<file path="config.mk">
export PLATFORM = sky130hd
export DESIGN_NAME = mem_port_arbiter
export DESIGN_NICKNAME = d
export VERILOG_FILES = /design/src/rtl/mem_port_arbiter.sv
export SDC_FILE = /design/constraint.sdc
export NUM_CORES = 1
export LEC_CHECK = 0
export BUFFER_PORTS_ARGS = -buffer_cell sky130_fd_sc_hd__buf_2
export CORE_AREA = 4 4 103 105
export DETAILED_ROUTE_END_ITERATION = 7
export DIE_AREA = 0 0 107 109
export PLACE_DENSITY_LB_ADDON = 0.08
export SETUP_SLACK_MARGIN = 0.02
export SLEW_MARGIN = 20
export SYNTH_ARGS = -nofsm -noshare
export SYNTH_HDL_FRONTEND = slang
export SYNTH_SLANG_ARGS = --single-unit
</file>
<file path="constraint.sdc">
create_clock -name clk -period 2.16 [get_ports clk]
set_input_delay 0.216 -clock clk [delete_from_list [all_inputs] [get_ports clk]]
set_output_delay 0.216 -clock clk [all_outputs]
set_load 0.01 [all_outputs]
</file>
<file path="src/rtl/mem_port_arbiter.sv">
// Round-robin arbiter sharing one single-port synchronous memory among NREQ requesters, with bus lock.
// Grant and memory access are combinational in the request cycle; read data returns one cycle later; losers stall by holding req.
module mem_port_arbiter #(
   parameter int NREQ = 3,
   parameter int AW   = 16,
   parameter int DW   = 32
) (
   input  logic               clk,
   input  logic               rst_n,
   input  logic [NREQ-1:0]    req,
   input  logic [NREQ-1:0]    we,
   input  logic [NREQ-1:0]    lock,
   input  logic [NREQ*AW-1:0] addr,
   input  logic [NREQ*DW-1:0] wdata,
   output logic [NREQ-1:0]    gnt,
   output logic [NREQ-1:0]    rvalid,
   output logic [DW-1:0]      rdata,
   output logic               mem_en,
   output logic               mem_we,
   output logic [AW-1:0]      mem_addr,
   output logic [DW-1:0]      mem_wdata,
   input  logic [DW-1:0]      mem_rdata
);

   localparam int PW = (NREQ > 1) ? $clog2(NREQ) : 1;

   typedef enum logic {FREE, LOCKED} lock_state_e;

   lock_state_e     state_q, state_d;
   logic [PW-1:0]   ptr_q, ptr_d;
   logic [PW-1:0]   lock_owner_q, lock_owner_d;
   logic [NREQ-1:0] rvalid_q, rvalid_d;

   logic            win_vld;
   logic [PW-1:0]   win_idx;

   // Lock owner wins outright; otherwise scan from ptr. Reverse loop so the first hit from ptr overrides.
   always_comb begin
      win_vld = 1'b0;
      win_idx = '0;
      if (state_q == LOCKED && req[lock_owner_q]) begin
         win_vld = 1'b1;
         win_idx = lock_owner_q;
      end else begin
         for (int k = NREQ - 1; k >= 0; k--) begin
            if (req[(int'(ptr_q) + k) % NREQ]) begin
               win_vld = 1'b1;
               win_idx = PW'((int'(ptr_q) + k) % NREQ);
            end
         end
      end
      if (!rst_n) begin
         win_vld = 1'b0;
      end
   end

   always_comb begin
      gnt       = '0;
      mem_we    = 1'b0;
      mem_addr  = '0;
      mem_wdata = '0;
      for (int i = 0; i < NREQ; i++) begin
         if (win_vld && win_idx == PW'(i)) begin
            gnt[i]    = 1'b1;
            mem_we    = we[i];
            mem_addr  = addr[i*AW +: AW];
            mem_wdata = wdata[i*DW +: DW];
         end
      end
   end

   assign mem_en = win_vld;
   assign rvalid = rvalid_q;
   assign rdata  = mem_rdata;

   always_comb begin
      state_d      = state_q;
      ptr_d        = ptr_q;
      lock_owner_d = lock_owner_q;
      rvalid_d     = '0;
      if (win_vld) begin
         if (!lock[win_idx]) begin
            ptr_d = (win_idx == PW'(NREQ - 1)) ? '0 : win_idx + 1'b1;
         end
         if (!we[win_idx]) begin
            rvalid_d[win_idx] = 1'b1;
         end
      end
      case (state_q)
         FREE: begin
            if (win_vld && lock[win_idx]) begin
               state_d      = LOCKED;
               lock_owner_d = win_idx;
            end
         end
         LOCKED: begin
            // Owner dropped its request: this cycle arbitrated normally and may start a new lock.
            if (!req[lock_owner_q]) begin
               state_d = FREE;
               if (win_vld && lock[win_idx]) begin
                  state_d      = LOCKED;
                  lock_owner_d = win_idx;
               end
            end else if (!lock[lock_owner_q]) begin
               state_d = FREE;
            end
         end
         default: state_d = FREE;
      endcase
   end

   always_ff @(posedge clk) begin
      if (!rst_n) begin
         state_q      <= FREE;
         ptr_q        <= '0;
         lock_owner_q <= '0;
         rvalid_q     <= '0;
      end else begin
         state_q      <= state_d;
         ptr_q        <= ptr_d;
         lock_owner_q <= lock_owner_d;
         rvalid_q     <= rvalid_d;
      end
   end

endmodule

</file>
Yosys cells after proc, flatten, opt, wreduce, memory -nomap -nowiden --
Cells that the tools add are included.
Storage, ports and cells: bits in latches 0, flip-flop bits (word level) 8, memories 0, bits in read-only memories 0, bits in writable memories 0, input port bits 187, word-level logic and storage cells 80, output and inout port bits 88
Operators by class: bitwise gates (word level) 4, reductions and logical operators 9, muxes and demuxes 48, $lt $le $gt $ge 6, eq/ne operators 3, shift-type cells 0, multipliers 0, div/mod/pow operators 3, $add $sub $neg 3
Operators by type and width (count):
- $lt 32x4->1 const B | 3
- $mux 32 | 3
- $mod 32x3->32 const B | 2
- $mux 16 | 3
- $mod 3x3->32 const B | 1
- $mux 1 | 25
- $bmux 1 s2 | 7
- $mux 2 | 7
- $logic_and 1x1->1 | 6
- $lt 2x3->1 const B | 2
- $not 1->1 | 4
- $pmux 2 s2 | 1
- $add 2x1->3 const B | 1
- $add 2x2->3 const B | 1
- $reduce_or 3->1 | 1
- $add 2x1->2 const B | 1
- $demux 1 s2 | 1
- $eq 2x1->1 const B | 1
- $eq 2x2->1 const B | 1
- $ge 2x1->1 const B | 1
- $logic_not 2->1 | 1
- $ne 2x2->1 const B | 1
- $pmux 1 s2 | 1
- $reduce_and 2->1 | 1

Longest topological paths before layout --
Gate-level depths: netlist of run 1.
word-level depth 15, gate-level depth with buffers 11, gate-level depth less buffers 9

Worst setup path before layout of run 1 --
Ideal clock, no wire load.
path kind reg-to-output, start reg ptr_q[1], end out mem_addr[0], buffers on the path 3, cell stages (with the launch flop) 12, arrival 2.045 ns, required time 1.944 ns, slack -0.101 ns, path through dfxtp_1 > inv_1 > ha_1 > buf_4 > mux2i_1 > o22ai_1 > a31oi_1 > o21ai_0 > buf_2 > buf_6 > mux2i_1 > a211oi_1
Between the ends: longest elaborated chain between the ends 14, elaborated cells on any way between the ends 32, classes of those cells 2 x add/sub; 3 x div; 2 x eq/ne; 21 x mux; 4 x reduce/logical
Ends and longest elaborated chain:
- from (decl) | line 30 | logic [PW-1:0] ptr_q, ptr_d;
- from (signal assigned) | line 120 | ptr_q <= ptr_d;
- $add 2x2->3 | line 46, 48
- $mod 32x3->32 | line 46, 48
- $bmux 1 s2 | line 46 | if (req[(int'(ptr_q) + k) % NREQ]) begin
- $mux 1 (implied by the code) (2 in a row) | line 46
- $mux 1 / $mux 2 (equally long branches) (3 in a row) | line 46
- $mux 1 / $mux 2 (equally long branches) | line 41 | if (state_q == LOCKED && req[lock_owner_q]) begin
- $mux 1 / $logic_not 2->1 (equally long branches) | line 52, 63
- $logic_and 1x1->1 | line 63 | if (win_vld && win_idx == PW'(i)) begin
- $mux 16 (2 in a row) | line 63
- $mux 16 * | line 63
- to (decl) | line 20 | output logic [AW-1:0] mem_addr,
Mark *: on every way between the ends. The rest lies on a longest branch, timed or not. The select of a mux whose other input is x is not followed.

Final worst setup path of run 1 --
start reg ptr_q[1], end out mem_wdata[24]
Between the ends: longest elaborated chain between the ends 14, elaborated cells on any way between the ends 32, classes of those cells 2 x add/sub; 3 x div; 2 x eq/ne; 21 x mux; 4 x reduce/logical
Ends and longest elaborated chain:
- $add 2x2->3 | line 46, 48
- $mod 32x3->32 | line 46, 48
- $bmux 1 s2 | line 46
- $mux 1 (implied by the code) (2 in a row) | line 46
- $mux 1 / $mux 2 (equally long branches) (3 in a row) | line 46
- $mux 1 / $mux 2 (equally long branches) | line 41
- $mux 1 / $logic_not 2->1 (equally long branches) | line 52, 63
- $logic_and 1x1->1 | line 63
- $mux 32 (2 in a row) | line 63
- $mux 32 * | line 63
- to (decl) | line 21 | output logic [DW-1:0] mem_wdata,
Marks and branches as above.

==> impl_metrics.env, run 1 <==
export IMPL_status="finished with violations"
export IMPL_violations="setup timing"
export IMPL_layout_commonest_cell="buf_2"
export IMPL_drc=0
export IMPL_cp_max_fo=8
export IMPL_clk_pin_slew_worst_paths_ps=60
export IMPL_overflow=0
export IMPL_ir_worst_vdd_v=0.0007494
export IMPL_maxSlewHeadroom=0.8400
export IMPL_worstPathCellList="inv_2 > ha_4 > mux2i_4 > o22ai_2 > a31oi_4 > o21ai_4 > buf_12 > buf_16 > mux2i_1 > a211oi_2 > buf_2"
export IMPL_synth_top_area_share=0.2621
export IMPL_fin_crit_sh=1.208
export IMPL_yosysTopAreaCell="mux2i_1"
export IMPL_ctsHoldBuffers=0
export IMPL_routabilityCongestion=0.7476
export IMPL_cts_tree="yes"
export IMPL_stdcell_count=651
export IMPL_ys_seq_elements=8
export IMPL_cp_slowest_cell="dfxtp_4"
export IMPL_avgSynthCellArea_um2=7.348
export IMPL_dieWidth_um=107
export IMPL_antenna_cells=0
export IMPL_min_path_cells=2
export IMPL_hold_viol_final=0
export IMPL_tightest_slew_ps=233.4
export IMPL_port_buffers=210
export IMPL_layout_common_cells="buf_2, a211oi_2, nor2_1"
export IMPL_grt_pass1_vias=3016
export IMPL_slowest_delay_ps=360
export IMPL_synth_nets=481
export IMPL_dieArea_um2=11660
export IMPL_pre_cts_ws_ps=-256.9
export IMPL_drv_cap=0
export IMPL_final_max_slew_viol_count=0
export IMPL_finalSetupViolCount=58
export IMPL_synthTopCellsByArea="mux2i_1, a211oi_1, buf_4, nor2_1, dfxtp_1"
export IMPL_cts_root_buf="clkbuf_8"
export IMPL_grt_pass1_wl_mm=15.56
export IMPL_first_iter_violations=132
export IMPL_areaGrowthSynthToFinish_pct=115.6
export IMPL_cts_max_level=1
export IMPL_yosys_warnings=0
export IMPL_avgRoutedWirePerCell_um=17.15
export IMPL_synth_edf_count=0
export IMPL_p_leak_nw=2.190
export IMPL_cp_start_kind="flip-flop"
export IMPL_ios=275
export IMPL_antenna_found_initial=0
export IMPL_post_route_util=0.4782
export IMPL_drive_gt1_frac=0.7780
export IMPL_rsz0062_at_grt="true"
export IMPL_r2r_slack_ps=-270
export IMPL_clkSinkCount=8
export IMPL_powerDensity_nw_per_um2=1318
export IMPL_num_vias=3021
export IMPL_die_y_um=109
export IMPL_ys_seq_area_frac=0.07490
export IMPL_syn_area_um2=2138
export IMPL_ff2ff_path_depth=10
export IMPL_cp_endpoint="mem_wdata[24]"
export IMPL_rows=36
export IMPL_clockBufferDepth=2
export IMPL_synthDistinctLibCells=42
export IMPL_arrival_ps=2390
export IMPL_end_kind="output port"
export IMPL_viasPerCell=4.641
export IMPL_start_util=0.2218
export IMPL_dp_cells=619
export IMPL_setup_worst_path_start="ptr_q[1]"
export IMPL_grt_max_degree=23
export IMPL_first_pass_iters=4
export IMPL_r2r_start="ptr_q[1]"
export IMPL_r2r_end="ptr_q[0]"
export IMPL_required_ps=1940
export IMPL_cts_buffers=3
export IMPL_hold_path_class="in -> reg"
export IMPL_ys_flop_type="dfxtp_1"
export IMPL_dp_final_hpwl_mm=8.311
export IMPL_layout_nets=710
export IMPL_critPathKind="reg -> out"
export IMPL_min_period_ps=2609
export IMPL_clkLatencyLatePin_ps=240
export IMPL_routed_wl_mm=11.16
export IMPL_drtAntennaViolNets=0
export IMPL_fin_skew_ps=8.627
export IMPL_fin_ws_ps=-448.8
export IMPL_synthCells=291
export IMPL_synthArstFlopShare=0
export IMPL_grt_usage=0.1682
export IMPL_fp_coreArea_um2=9639
export IMPL_fmax_mhz=383.3
[worst max-delay path, delay by kind of cell, from the launching register on]
kind | cells | cell delay [ps]
AO/OA/AOI/OAI | 4 | 640
adder cells (fa/ha/maj) | 1 | 190
buffers and inverters | 4 | 550
flip-flops | 1 | 360
multiplexers | 2 | 400
[cells in the mapped netlist, drive strengths merged (2+ instances only)]
master and n:
mux2i 57, nor2 53, buf 50, a211oi 49, inv 9, nand2 9
dfxtp 8, clkbuf 7, o21ai 7, a21oi 4, nor3 4, ha 3
nand2b 3, o22ai 3, a31oi 2, and3 2, nand3b 2, o211a 2
[timing repair]
action | CTS | global route
setup endpoints to repair | 59 | 60
cloned | 7 | 3
setup buffers | 17 | 3
pin swaps | 22 | 10
gates resized for setup | 70 | 36
[where the power goes]
group          total [mW]  switching [mW]  internal, mW
sequential          0.247          0.0475         0.200
clock               0.204          0.0816         0.123
combinational        5.62            2.57          3.06
[cell families (layout without fill, tap and decap cells)]
group           Yosys count  count (layout)  synth area share
simple gates             80              80            0.1691
compound gates           76              76            0.2651
buf+inv                  66             293            0.1995
mux                      58              58            0.2738
flops                     8               8           0.07490
fa+ha+maj                 3               3           0.01756
[per-layer routing]
| metal | up-vias | part of all wire | GRT usage | routed length [um] |
|---|---|---|---|---|
| li1 | 1490 | - | - | - |
| met1 | 1360 | 0.36 | 0.1809 | 4034 |
| met2 | 149 | 0.55 | 0.3309 | 6145 |
| met3 | 22 | 0.073 | 0.04144 | 816 |
| met4 | 0 | 0.015 | 0.03470 | 166 |
| met5 | - | 0 | 0 | 0 |
[per-stage QoR]
step                      hold WS, ps  total power, mW  TNS (ps)  area [um2]
after global routing            163.5            6.440    -25590        4609
after CTS                       153.7            5.608    -18270        4363
final                           169.3            6.076    -21280        4609
after global placement          399.7            4.164    -11050        3692
after detailed placement        398.3            4.174    -10960        3692
after floorplan                 295.3            2.817    -19.68        2431
[worst min-delay path by stage]
stage	start	to	slack, ps
after floorplan	we[2]	rvalid[2]	300
after detailed placement	we[2]	rvalid[2]	400
final	we[2]	rvalid[2]	170
after global routing	we[2]	rvalid[2]	160
after CTS	we[2]	rvalid[2]	150
after global placement	we[2]	rvalid[2]	400
[flip-flops by register name (all words and copies together), names as in the netlist]
| name | flops |
|---|---|
| ptr_q | 2 |
| lock_owner_q | 2 |
| state_q | 1 |
| rvalid | 3 |
[layout make-up]
type / count / area (um2)
sequential: 8 / 167.7
multi-input combinational: 217 / 2147
timing repair buffer: 281 / 2046
inverter: 9 / 41.29
tap: 133 / 166.4
clock buffer: 3 / 41.29
fill: 962 / 5030
No activity file was read; power rests on OpenSTA's default activity.
==> inputs of run 2 (changes only) <==
CTS_BUF_LIST = sky130_fd_sc_hd__clkbuf_2   (was not set)
==> run 2 against run 1 <==
Compared with the run above:
- the flow still finishes with violations (setup timing)
- non-clock buffer count increased by 1
- largest power group unchanged
- critical endpoint is now mem_wdata[22]
- critical path type unchanged
- die area unchanged
- worst hold slack got worse by 37 ps
==> impl_metrics.env, run 2 (synthesis results as in run 1) <==
export IMPL_drtAntennaViolNets=0
export IMPL_holdWs_ps=132.5
export IMPL_antenna_found_initial=0
export IMPL_start_util=0.2218
export IMPL_grt_pass1_wl_mm=15.61
export IMPL_critPathKind="reg -> out"
export IMPL_min_period_ps=2636
export IMPL_clkLatencyLatePin_ps=270
export IMPL_fin_crit_sh=1.220
export IMPL_dp_final_hpwl_mm=8.311
export IMPL_ctsHoldBuffers=0
export IMPL_fin_ws_ps=-475.8
export IMPL_overflow=0
export IMPL_internal_power_mw=3.212
export IMPL_switching_power_mw=2.654
export IMPL_cts_buffers=3
export IMPL_areaGrowthSynthToFinish_pct=112.5
export IMPL_tightest_slew_ps=232.9
export IMPL_finalSetupViolCount=60
export IMPL_grt_pass1_vias=3048
export IMPL_first_iter_violations=97
export IMPL_pwr_share_seq=0.042
export IMPL_layout_commonest_cell="buf_2"
export IMPL_p_leak_nw=2.190
export IMPL_drive_gt1_frac=0.7649
export IMPL_pre_cts_ws_ps=-256.9
export IMPL_dieArea_um2=11660
export IMPL_switching_share=0.4524
export IMPL_cp_max_fo=8
export IMPL_drv_cap=0
export IMPL_rows=36
export IMPL_antenna_cells=0
export IMPL_final_max_slew_viol_count=0
export IMPL_cts_tree="yes"
export IMPL_required_ps=1940
export IMPL_powerDensity_nw_per_um2=1291
export IMPL_clockBufferDepth=2
export IMPL_post_route_util=0.4713
export IMPL_ir_worst_vdd_v=0.0005454
export IMPL_cts_max_level=1
export IMPL_fp_coreArea_um2=9639
export IMPL_clkSinkCount=8
export IMPL_first_pass_iters=4
export IMPL_fmax_mhz=379.4
export IMPL_port_buffers=210
export IMPL_cp_start_kind="flip-flop"
export IMPL_routabilityCongestion=0.7476
export IMPL_combPwrFrac=0.939
export IMPL_maxSlewHeadroom=0.8403
export IMPL_fin_skew_ps=8.984
export IMPL_violations="setup timing"
export IMPL_cts_root_buf="clkbuf_2"
export IMPL_rsz0062_at_grt="true"
export IMPL_p_clk_frac=0.019
export IMPL_routed_wl_mm=11.24
export IMPL_ios=275
export IMPL_grt_max_degree=23
export IMPL_viasPerCell=4.615
export IMPL_arrival_ps=2420
export IMPL_status="finished with violations"
export IMPL_layout_nets=711
export IMPL_grt_usage=0.1687
export IMPL_avgRoutedWirePerCell_um=17.24
export IMPL_largest_reg_flops=3
export IMPL_hold_path_class="in -> reg"
export IMPL_hold_viol_final=0
export IMPL_num_vias=3009
export IMPL_end_kind="output port"
export IMPL_dieWidth_um=107
export IMPL_die_y_um=109
export IMPL_layout_common_cells="buf_2, a211oi_2, mux2i_1"
export IMPL_drc=0
export IMPL_clk_pin_slew_worst_paths_ps=120
==> run 2: per-stage QoR <==
step	cell area, um2	total power, mW	std cells	TNS [ps]
CTS	4348	5.528	647	-21140
floorplan	2431	2.817	291	-19.68
detailed placement	3692	4.174	619	-10960
global route	4543	6.224	652	-28480
finish	4543	5.865	652	-23030
global placement	3692	4.164	619	-11050
==> run 2: path summary, 6_finish.rpt <==
check,from,endpoint,slack [ps],cells after the start
setup / recovery,ptr_q[1],mem_wdata[22],-480,11
hold / removal,we[2],rvalid[2],130,2
setup reg to reg,ptr_q[1],ptr_q[0],-390,11
hold reg to reg,ptr_q[0],ptr_q[0],510,2
==> run 2: area by class of cell <==
class / count / area (um2)
inverters: 9 / 38.79
repair buffers: 282 / 2063
flip-flops and latches: 8 / 167.7
clock buffers: 3 / 15.01
well taps: 133 / 166.4
fillers: 973 / 5096
multi-input cells: 217 / 2092
==> run 2: what timing repair did <==
action | 4_1_cts | 5_1_grt
pin swaps | 22 | 12
buffers inserted | 18 | 3
gates cloned | 7 | 3
resized for setup | 71 | 27
setup endpoints to repair | 59 | 60
==> run 2: critical path, stage by stage, from the launching register on <==
cell and delay (ps):
dfxtp_4 380, inv_2 60, ha_4 180, mux2i_4 290, o22ai_4 110, a31oi_4 180, o21ai_4 100, buf_12 170
buf_16 150, mux2i_2 150, a211oi_2 210, buf_2 180
==> run 2: power by group through the flow <==
stage | logic, mW | clock network (mW) | registers, mW
floorplan | 2.58 | 0 | 0.238
global placement | 3.92 | 0 | 0.239
detailed placement | 3.93 | 0 | 0.239
CTS | 5.17 | 0.110 | 0.246
global route | 5.86 | 0.116 | 0.250
finish | 5.51 | 0.110 | 0.247
==> run 2: routing by layer <==
layer / GRT usage / wire length [um] / up-vias
met1: 0.1799 / 4086 / 1334
met2: 0.3282 / 6054 / 151
li1: - / - / 1494
met3: 0.04144 / 840 / 30
met5: 0 / 0 / -
met4: 0.04658 / 262 / 0
==> inputs of run 3 (changes only) <==
CORE_AREA = 4 4 106 108   (was 4 4 103 105)
CTS_BUF_LIST = sky130_fd_sc_hd__clkbuf_8   (was sky130_fd_sc_hd__clkbuf_2)
DIE_AREA = 0 0 110 112   (was 0 0 107 109)
clock period = 3.2 ns   (was 2.16 ns; I/O delays follow)
==> run 3 against run 2 <==
Compared with the run above:
- critical endpoint is now mem_wdata[27]
- sequential share of layout area grew 1.5 points
- the flow now finishes without violations
- sequential power shrank 37%
- total power shrank 61%
- worst setup slack gained 760 ps
- combinational power shrank 63%
- clock skew shrank 8.7 ps
- flip-flop and latch count is the same
- worst hold slack gained 140 ps
- die area grew 5.6%
- first-iteration DRC count shrank 4.1%
==> impl_metrics.env, run 3 (synthesis results as in run 1) <==
export IMPL_status="complete, no violations"
export IMPL_use_met3=0.05391
export IMPL_areaGrowthSynthToFinish_pct=45.47
export IMPL_rsz0062_at_grt="false"
export IMPL_fin_ws_ps=286.9
export IMPL_cts_max_level=1
export IMPL_fmax_mhz=343.3
export IMPL_fin_crit_sh=0.9103
export IMPL_arrival_ps=2590
export IMPL_final_max_slew_viol_count=0
export IMPL_grt_pass1_wl_mm=14.09
export IMPL_min_from="we[2]"
export IMPL_grt_busiest_layer="met2"
export IMPL_first_pass_iters=4
export IMPL_finalSetupViolCount=0
export IMPL_hold_viol_final=0
export IMPL_r2r_end="lock_owner_q[1]"
export IMPL_start_util=0.2090
export IMPL_critPathKind="reg -> out"
export IMPL_multi_input_area_um2=1585
export IMPL_drv_cap=0
export IMPL_p_leak_nw=1.644
export IMPL_grt_pass1_vias=2682
export IMPL_cts_root_buf="clkbuf_8"
export IMPL_clkSinkCount=8
export IMPL_dpl_instance_area_um2=3063
export IMPL_routed_wl_mm=9.217
export IMPL_ir_worst_vdd_v=0.0003848
export IMPL_layout_common_cells="buf_2, mux2i_1, nor2_1"
export IMPL_post_cts_resized_instances=0
export IMPL_r2r_slack_ps=650
export IMPL_ff2ff_path_depth=10
export IMPL_grt_max_degree=67
export IMPL_die_y_um=112
export IMPL_overflow=0
export IMPL_antenna_found_initial=1
export IMPL_layout_nets=644
export IMPL_dieWidth_um=110
export IMPL_avgRoutedWirePerCell_um=15.65
export IMPL_dp_cells=585
export IMPL_grt_usage=0.1427
export IMPL_routabilityCongestion=0.7824
export IMPL_regArea_um2=160.2
export IMPL_hold_end="rvalid[2]"
export IMPL_post_route_util=0.3040
export IMPL_min_path_cells=2
export IMPL_min_period_ps=2913
export IMPL_r2r_start="ptr_q[1]"
export IMPL_stdcell_count=589
export IMPL_dp_final_hpwl_mm=7.611
export IMPL_tightest_slew_ps=621.8
export IMPL_powerDensity_nw_per_um2=738.9
export IMPL_drc=0
export IMPL_ctsHoldBuffers=0
export IMPL_fin_setup_tns_ps=0
export IMPL_clk_pin_slew_worst_paths_ps=40
export IMPL_num_vias=2705
export IMPL_cts_setup_buffers=0
export IMPL_final_area_um2=3110
export IMPL_required_ps=2880
export IMPL_fin_skew_ps=0.3236
export IMPL_fp_coreArea_um2=10230
export IMPL_drive_gt1_frac=0.5044
export IMPL_layout_commonest_cell="buf_2"
export IMPL_cp_max_fo=33
export IMPL_ios=275
export IMPL_end_kind="output port"
export IMPL_first_iter_violations=93
export IMPL_port_buffers=210
export IMPL_nFillCells=1146
export IMPL_clockBufferDepth=2
export IMPL_grt_use_met2=0.2638
export IMPL_pre_cts_ws_ps=507.1
export IMPL_viasPerCell=4.593
export IMPL_largest_reg_flops=3
export IMPL_drtAntennaViolNets=0
export IMPL_dieArea_um2=12320
export IMPL_hold_path_class="in -> reg"
export IMPL_cts_buffers=3
export IMPL_maxSlewHeadroom=0.5855
export IMPL_rows=37
export IMPL_clkLatencyLatePin_ps=220
export IMPL_cp_start_kind="flip-flop"
export IMPL_grt_use_met1=0.1542
export IMPL_cts_tree="yes"
## run 3: changes by cell type in the layout (fill, tap and decap cells not counted), sizes merged
cell / previous run / this run
diode: 0 / 1
buf: 279 / 215
clkbuf: 6 / 3
## run 3: critical path, stage by stage, from the launching register on
cell,delay (ps)
dfxtp_1,330
inv_1,60
ha_1,330
mux2i_1,270
o22ai_1,130
a31oi_1,320
o21ai_4,110
buf_12,190
mux2i_1,170
a211oi_1,260
buf_2,170
## run 3: layout make-up
class / instances / share of cell area
antenna: 1 / 0.0008045
inverter: 9 / 0.01086
clock buffer: 3 / 0.01327
tap: 136 / 0.05471
timing repair buffer: 215 / 0.3592
multi-input combinational: 217 / 0.5097
sequential: 8 / 0.05149
## run 3: where the power goes
part / internal [mW] / switching, mW / total [mW]
registers: 0.129 / 0.0271 / 0.156
logic: 0.876 / 1.15 / 2.02
clock network: 0.0815 / 0.0394 / 0.121
total: 1.09 / 1.21 / 2.30
## run 3: through the flow
stage               hold slack, ps  total power [mW]
floorplan                    399.3             1.637
global placement             476.2             2.217
detailed placement           465.9             2.205
CTS                          267.2             2.342
global route                 284.6             2.514
finish                       271.9             2.298
## run 3: worst max-delay path by stage
stage                    end  startpoint  depth (start not counted)
2_1_floorplan    mem_addr[0]    ptr_q[1]                         11
3_3_place_gp   mem_wdata[23]    ptr_q[1]                         10
3_5_place_dp   mem_wdata[11]    ptr_q[1]                         10
4_1_cts        mem_wdata[11]    ptr_q[0]                         10
5_1_grt        mem_wdata[27]    ptr_q[1]                         10
6_report       mem_wdata[27]    ptr_q[1]                         10
## run 3: metal layers
layer | share of wire | vias to the layer above | wire [um]
met5 | 0 | - | 0
met4 | 0.0028 | 0 | 26
met3 | 0.095 | 6 | 874
met2 | 0.55 | 104 | 5083
met1 | 0.35 | 1232 | 3232
li1 | - | 1363 | -
